File: src/rtl/zmod_pll_ctrl.sv
// PLL supervisor: pulses PLL reset, qualifies lock with stability window/timeout/retries, then releases staggered domain resets.
// Optional lock-loss counter built only when ZMOD_PLL_CTRL_LOSS_CNT_EN is defined; otherwise lost_cnt is tied to 0.
module zmod_pll_ctrl #(
  parameter int NUM_OUT             = 2,
  parameter int RST_PULSE_CYCLES    = 16,
  parameter int LOCK_STABLE_CYCLES  = 1024,
  parameter int LOCK_TIMEOUT_CYCLES = 65536,
  parameter int STAGGER_CYCLES      = 8,
  parameter int MAX_RETRY           = 3,
  parameter int CNT_W               = 8
) (
  input  logic               clkin,
  input  logic               rstn,
  input  logic               enable,
  input  logic               restart,
  input  logic               pll_locked,
  output logic               pll_rst,
  output logic [NUM_OUT-1:0] rst_out_n,
  output logic               ready,
  output logic               fail,
  output logic [CNT_W-1:0]   lost_cnt,
  output logic [2:0]         state
);

  localparam int PW  = $clog2(RST_PULSE_CYCLES + 1);
  localparam int SW  = $clog2(LOCK_STABLE_CYCLES + 1);
  localparam int TW  = $clog2(LOCK_TIMEOUT_CYCLES);
  localparam int RLW = $clog2(NUM_OUT * STAGGER_CYCLES + 1);
  localparam int RTW = $clog2(MAX_RETRY + 1);

  localparam logic [PW-1:0]  PULSE_LAST = PW'(RST_PULSE_CYCLES - 1);
  localparam logic [SW-1:0]  STAB_LAST  = SW'(LOCK_STABLE_CYCLES - 1);
  localparam logic [TW-1:0]  TMO_LAST   = TW'(LOCK_TIMEOUT_CYCLES - 1);
  localparam logic [RLW-1:0] REL_LAST   = RLW'(NUM_OUT * STAGGER_CYCLES);
  localparam logic [RTW-1:0] RETRY_LAST = RTW'(MAX_RETRY - 1);

  typedef enum logic [2:0] {
    S_IDLE      = 3'd0,
    S_RESET     = 3'd1,
    S_WAIT_LOCK = 3'd2,
    S_STABLE    = 3'd3,
    S_RELEASE   = 3'd4,
    S_RUN       = 3'd5,
    S_FAIL      = 3'd6
  } state_t;

  state_t           st;
  logic             locked_m;
  logic             locked_s;
  logic [PW-1:0]    pulse_cnt;
  logic [SW-1:0]    stab_cnt;
  logic [TW-1:0]    tmo_cnt;
  logic [RLW-1:0]   rel_cnt;
  logic [RLW-1:0]   rel_inc;
  logic [RTW-1:0]   retry_cnt;
  logic [NUM_OUT-1:0] rel_mask;

  assign state   = st;
  assign rel_inc = rel_cnt + 1'b1;

  // Bit i is released once (i+1)*STAGGER_CYCLES cycles have elapsed in RELEASE.
  always_comb begin
    rel_mask = '0;
    for (int i = 0; i < NUM_OUT; i++)
      rel_mask[i] = (rel_inc >= RLW'((i + 1) * STAGGER_CYCLES));
  end

  always_ff @(posedge clkin or negedge rstn) begin
    if (!rstn) begin
      st        <= S_IDLE;
      locked_m  <= 1'b0;
      locked_s  <= 1'b0;
      pulse_cnt <= '0;
      stab_cnt  <= '0;
      tmo_cnt   <= '0;
      rel_cnt   <= '0;
      retry_cnt <= '0;
      pll_rst   <= 1'b1;
      rst_out_n <= '0;
      ready     <= 1'b0;
      fail      <= 1'b0;
    end else begin
      locked_m  <= pll_locked;
      locked_s  <= locked_m;
      // Outputs default to the "held in reset" values; run states override.
      pll_rst   <= 1'b1;
      rst_out_n <= '0;
      ready     <= 1'b0;
      fail      <= 1'b0;
      if (!enable) begin
        st        <= S_IDLE;
        retry_cnt <= '0;
      end else if (restart) begin
        st        <= S_RESET;
        pulse_cnt <= '0;
        if (st == S_FAIL) retry_cnt <= '0;
      end else begin
        case (st)
          S_IDLE: begin
            st        <= S_RESET;
            pulse_cnt <= '0;
          end
          S_RESET: begin
            if (pulse_cnt == PULSE_LAST) begin
              st      <= S_WAIT_LOCK;
              tmo_cnt <= '0;
              pll_rst <= 1'b0;
            end else begin
              pulse_cnt <= pulse_cnt + 1'b1;
            end
          end
          S_WAIT_LOCK, S_STABLE: begin
            if (tmo_cnt == TMO_LAST) begin
              retry_cnt <= retry_cnt + 1'b1;
              pulse_cnt <= '0;
              if (retry_cnt == RETRY_LAST) begin
                st   <= S_FAIL;
                fail <= 1'b1;
              end else begin
                st <= S_RESET;
              end
            end else begin
              tmo_cnt <= tmo_cnt + 1'b1;
              pll_rst <= 1'b0;
              if (st == S_WAIT_LOCK) begin
                if (locked_s) begin
                  st       <= S_STABLE;
                  stab_cnt <= '0;
                end
              end else if (!locked_s) begin
                st <= S_WAIT_LOCK;
              end else if (stab_cnt == STAB_LAST) begin
                st        <= S_RELEASE;
                retry_cnt <= '0;
                rel_cnt   <= '0;
              end else begin
                stab_cnt <= stab_cnt + 1'b1;
              end
            end
          end
          S_RELEASE: begin
            if (!locked_s) begin
              st        <= S_RESET;
              pulse_cnt <= '0;
            end else if (rel_cnt == REL_LAST) begin
              st        <= S_RUN;
              pll_rst   <= 1'b0;
              rst_out_n <= '1;
              ready     <= 1'b1;
            end else begin
              rel_cnt   <= rel_inc;
              pll_rst   <= 1'b0;
              rst_out_n <= rel_mask;
            end
          end
          S_RUN: begin
            if (!locked_s) begin
              st        <= S_RESET;
              pulse_cnt <= '0;
            end else begin
              pll_rst   <= 1'b0;
              rst_out_n <= '1;
              ready     <= 1'b1;
            end
          end
          S_FAIL: begin
            fail <= 1'b1;
          end
          default: begin
            st <= S_IDLE;
          end
        endcase
      end
    end
  end

`ifdef ZMOD_PLL_CTRL_LOSS_CNT_EN
  logic lost_inc;

  // Lock loss only counts when neither disable nor restart preempts it.
  assign lost_inc = enable && !restart && !locked_s &&
                    ((st == S_RELEASE) || (st == S_RUN));

  always_ff @(posedge clkin or negedge rstn) begin
    if (!rstn)
      lost_cnt <= '0;
    else if (lost_inc && (lost_cnt != {CNT_W{1'b1}}))
      lost_cnt <= lost_cnt + 1'b1;
  end
`else
  assign lost_cnt = '0;
`endif

endmodule
File: config.mk
export PLATFORM = sky130hd
export DESIGN_NAME = zmod_pll_ctrl
export DESIGN_NICKNAME = d
export VERILOG_FILES = /design/src/rtl/zmod_pll_ctrl.sv
export SDC_FILE = /design/constraint.sdc
export NUM_CORES = 1
export LEC_CHECK = 0
export CAP_MARGIN = 40
export CORE_UTILIZATION = 40
export DETAILED_ROUTE_END_ITERATION = 16
export DONT_BUFFER_PORTS = 1
export GPL_TIMING_DRIVEN = 1
export PLACE_DENSITY_LB_ADDON = 0.3
export SLEW_MARGIN = 20
export SYNTH_ARGS = -nofsm -noshare
export SYNTH_HDL_FRONTEND = slang
export SYNTH_SLANG_ARGS = --single-unit
File: constraint.sdc
create_clock -name clkin -period 3.3 [get_ports clkin]
set_input_delay 0.165 -clock clkin [delete_from_list [all_inputs] [get_ports clkin]]
set_output_delay 0.165 -clock clkin [all_outputs]
set_load 0.02 [all_outputs]
Word level (Yosys, flattened, before mapping):

Cells that the tools add are included.

* bits in registers: 49
* input port bits: 5
* output and inout bits: 16
* logic and storage cells: 129

* $add $sub $neg: 5
* $lt $le $gt $ge: 2
* eq/ne operators: 33
* mux-type cells: 63
* bitwise gates (word level): 2
* reduce and logical (&&, ||, !) cells: 12

Operators by type and width (number)
* $mux W5: 10
* $mux W11: 4
* $mux W3: 12
* $mux W16: 2
* $pmux W16 S2: 1
* $mux W2: 13
* $pmux W5 S4: 1
* $pmux W3 S6: 1
* $add A16 B1 Y16 const B: 1
* $eq A16 B16 Y1 const B: 1
* $ne A2 B2 Y1 const B: 8
* $reduce_and A5 Y1: 3
* $mux W1: 14
* $ne A3 B3 Y1 const B: 4
* $ne A4 B4 Y1 const B: 3
* $reduce_and A6 Y1: 2
* $add A11 B1 Y11 const B: 1
* $eq A11 B10 Y1 const B: 1
* $add A5 B1 Y5 const B: 2
* $pmux W5 S2: 1
* $eq A3 B3 Y1 const B: 3
* $reduce_and A9 Y1: 1
* $ne A4 B1 Y1 const B: 2
* $ne A7 B7 Y1 const B: 1
* 20 further kinds: 25

Depth between registers and ports, before layout:

* word-level depth: 8
* depth in mapped cells: 9

Worst setup path before layout:

No wires, ideal clock.

* kind: reg-to-reg
* start: reg st[2], in the netlist state[2]
* end: reg stab_cnt[9]
* setup time: 0.078 ns
* arrival: 2.365 ns
* slack: 0.857 ns
* stages on the path, launching flop included: 9
* buffers on the path: 2
* period minus slack after synthesis: 2.443 ns
* cell sequence: dfrtp_1 buf_4 inv_1 ha_1 inv_1 or4_1 buf_2 or4_1 a21oi_1

* word-level cells in the longest chain between the ends: 3
* elaborated cells on any way between the ends: 6

RTL lines
* start, declared: RTL line 47 `state_t st;`
* start signal, assigned: RTL line 70 `st <= S_IDLE;`
* start signal, assigned: RTL line 91 `st <= S_IDLE;`
* start signal, assigned: RTL line 94 `st <= S_RESET;`
* $eq A3 B2 Y1 (on tied branches): RTL line 98, 125
* $ne A2 B2 Y1 (no line) or $reduce_or A2 Y1 (tied branches)
* $reduce_and A6 Y1 (no line)
* end signal, assigned: RTL line 137 `stab_cnt <= stab_cnt + 1'b1;`
* end, declared: RTL line 51 `logic [SW-1:0] stab_cnt;`

Parallel ways exist; a longest one is shown, timed or not.
A chain may end at the register's enable or synchronous reset.

Worst setup path in the final report:

* start: reg st[0], in the netlist state[0]
* end: reg rel_cnt[1]

* word-level cells in the longest chain between the ends: 4
* elaborated cells on any way between the ends: 13

RTL lines
* $eq A3 B2 Y1 (on tied branches): RTL line 98, 125
* $reduce_or A2 Y1: RTL line 98 `case (st)`
* $ne A2 B2 Y1 (no line) or $reduce_bool A2 Y1 (tied branches)
* $reduce_and A9 Y1 (no line)
* end signal, assigned: RTL line 151 `rel_cnt <= rel_inc;`
* end, declared: RTL line 53 `logic [RLW-1:0] rel_cnt;`

Parallel ways exist; a longest one is shown, timed or not.

==> metrics.txt <==
CTS buffer count 5; largest cells by area after synthesis dfrtp_1 39%, ha_1 4.1%, a21oi_1 3.6%, o21ai_0 3.6%, o31ai_1 3.2%; Synth Area per Inst approximately 9.0 sq um; cell area after layout approximately 3300 sq um; Post-synth EDFFs 0; root buffer cell clkbuf_8; worst-case clock buffer depth 2; CP Launch Type flip-flop; RSZ-0062 raised after global routing no; f_max roughly 380 MHz; via/cell ratio between 5 and 6; Slew Viols, Final 0; largest net degree at the start of global routing 50; CP Class reg -> reg; Arrival @ worst endpoint ~2.8 ns; Reg2Reg Depth 5; Power Density approximately 400 nW/um^2; initial antenna violation count 0; Final nets about 360; hold_sp enable; clk slew on worst S/H paths approximately 0.09 ns; hold endpoint pulse_cnt[1]$_DFFE_PN0P_; status completed; number of global-route vias before repair about 2.3k; Crit Path Max Fanout 13; gpl congestion approximately 0.87; Synth cell types 52; clk sink count slightly below 50; Post-Syn Instances 340; H-tree depth 2; Final HPWL DP roughly 4.5 mm; worst-margin pin slew 0.755 ns; WL/cell 14.7 microns; max_cap viols 0; critical path capture point type flip-flop; area of the mapped netlist around 3000 sq um; Worst R2R Setup Slack ~0.67 ns; Synth top cells by count 48 x dfrtp_1, 25 x nand2_1, 22 x a21oi_1, 22 x o21ai_0; Fill cells between 700 and 800; cell taking the most area after synthesis dfrtp_1; area post-placement roughly 3100 sq um; relative slew slack 0.492; TritonCTS clock tree done; Cell Rows 31; PortBufs 0; number of setup violations in the final report 0; Final Power roughly 1.3 mW; top-area cell type share of the netlist area 0.394; DR iter-0 viols roughly 170; ys flop type dfrtp_1; Yosys reg bits a little under 50; Post-CTS Setup Inserts 0; Starting Density 0.418; CTS resizes 0; ANT cells 0; Reg-to-Reg Start state[0]$_DFFE_PN0P_; Post-DRT Antenna Nets 0; Area Overhead vs Synth 8.13%; sequential element share of the synthesized area 0.403; TNS Setup 0 ns; DIE HEIGHT 89.3 microns; Ys Warns 0; LEAKAGE around 1.3 nW; top-count cell post-synth dfrtp_1; gr usage total 0.173; total gr overflow 0; via count 2,565; Placeable Area between 7000 and 8000 sq um; R2R Path End rel_cnt[1]$_DFFE_PN0P_; Max VDD drop between 0.0002 and 0.00025 V; Routed WL 6.49 mm; Hold Crit Class in -> reg; layout cells sized above 1 0.0968; io pins 21; Skew-Pair Late Insertion Delay about 0.30 ns; Fin. Hold Viols 0; hold path cells 1; Die W between 80 and 90 microns; Clock Skews 0.00539 ns; Post-synth ARST share 1.00; DR DRC count 0; fin crit share 0.798; total die area ~8000 sq um; minimum clock period ~2.6 ns; first-pass GRT wire length ~11 mm; Detailed Routing Iterations Pass 1 4; critical path required time ~3.5 ns
-- sequential cells by signal, indices dropped and copies added, names as in the netlist, 2 cells and up --
signal and cells:
pulse_cnt 5, stab_cnt 11, state 3, tmo_cnt 16, retry_cnt 2, rst_out_n 2
rel_cnt 5
-- layer usage --
layer  routed length (microns)  track usage
met1                      3070        0.240
met2                      3050        0.274
met3                       269       0.0305
met4                        97       0.0563
met5                         0            0
-- how the worst max path moves through the flow --
stage | from | to | slack (ns)
global placement | pulse_cnt[0]$_DFFE_PN0P_ | tmo_cnt[6]$_DFFE_PN0P_ | 0.78
CTS | state[2]$_DFFE_PN0P_ | rel_cnt[1]$_DFFE_PN0P_ | 0.69
finish | state[0]$_DFFE_PN0P_ | rel_cnt[1]$_DFFE_PN0P_ | 0.67
floorplan | state[2]$_DFFE_PN0P_ | stab_cnt[9]$_DFFE_PN0P_ | 0.86
detailed placement | state[0]$_DFFE_PN0P_ | rel_cnt[1]$_DFFE_PN0P_ | 0.72
global route | state[2]$_DFFE_PN0P_ | rel_cnt[3]$_DFFE_PN0P_ | 0.46
-- per-stage QoR --
step           hold slack, ns  cells  worst slack [ns]  utilization
2_1_floorplan          -0.131    347             0.857            -
3_3_place_gp           -0.130    428             0.777        0.427
3_5_place_dp           -0.129    428             0.717        0.428
4_1_cts                0.0154    440             0.692        0.452
5_1_grt                0.0161    440             0.462        0.452
6_report               0.0185    440             0.668        0.452
-- layout make-up --
type,instances,area (sq um),area share
tap,99,124,0.0376
inverter,16,60.1,0.0182
sequential,49,1230,0.372
timing repair buffer,11,110,0.0334
multi-input combinational,257,1650,0.502
clock buffer,6,82.6,0.0251
clock inverter,2,37.5,0.0114
-- kinds of logic (layout without fill, tap and decap cells) --
| logic type | Yosys count | count (layout) | share of synthesized area |
|---|---|---|---|
| and+or+nand+nor | 142 | 142 | 0.264 |
| AOI/OAI and AO/OA | 87 | 87 | 0.192 |
| DFF | 49 | 49 | 0.403 |
| buffers and inverters | 41 | 35 | 0.0649 |
| adders and majority gates | 10 | 10 | 0.0411 |
| muxes | 8 | 8 | 0.0283 |
| xor gates and xnor gates | 2 | 2 | 0.00575 |
| other | 1 | 8 | 0.00123 |
-- worst max-delay path: stages, from the launching register on --
cell and delay [ns]:
dfrtp_1 0.70, nor3b_1 0.13, nor4_1 0.61, a31oi_1 0.18, nor3_1 0.49, mux2_2 0.40
-- report_power, final --
group,total [mW],switching (mW),internal [mW],leakage [nW]
clock network,0.459,0.212,0.247,0.0574
logic,0.195,0.118,0.0771,0.567
registers,0.676,0.0463,0.630,0.665
total,1.33,0.377,0.953,1.29
-- timing repair --
item                       in CTS  in global routing
hold buffers                    4                  0
setup endpoints to repair       0                  0
hold endpoints to repair       52                  0
-- cells in the final DEF (no fill, tap or decap), types with 4 or more instances in the layout --
| master | netlist | final |
|---|---|---|
| a21oi_1 | 22 | 22 |
| a31oi_1 | 5 | 5 |
| and3_1 | 6 | 6 |
| buf_4 | 9 | 7 |
| clkbuf_8 | 0 | 6 |
| conb_1 | 1 | 8 |
| dfrtp_1 | 48 | 48 |
| ha_1 | 10 | 10 |
| inv_1 | 16 | 16 |
| mux2_2 | 5 | 5 |
| nand2_1 | 25 | 25 |
| nand2b_1 | 10 | 10 |
| nand3_1 | 18 | 18 |
| nand4_1 | 11 | 11 |
| nor2_1 | 18 | 18 |
| nor3_1 | 8 | 7 |
| nor4_1 | 4 | 4 |
| o211ai_1 | 4 | 4 |
| o21ai_0 | 22 | 22 |
| o31ai_1 | 13 | 13 |
| or3_1 | 14 | 14 |
| or3b_2 | 4 | 4 |
| or4_1 | 13 | 13 |
Note: power is estimated with default switching activity, not from simulation.
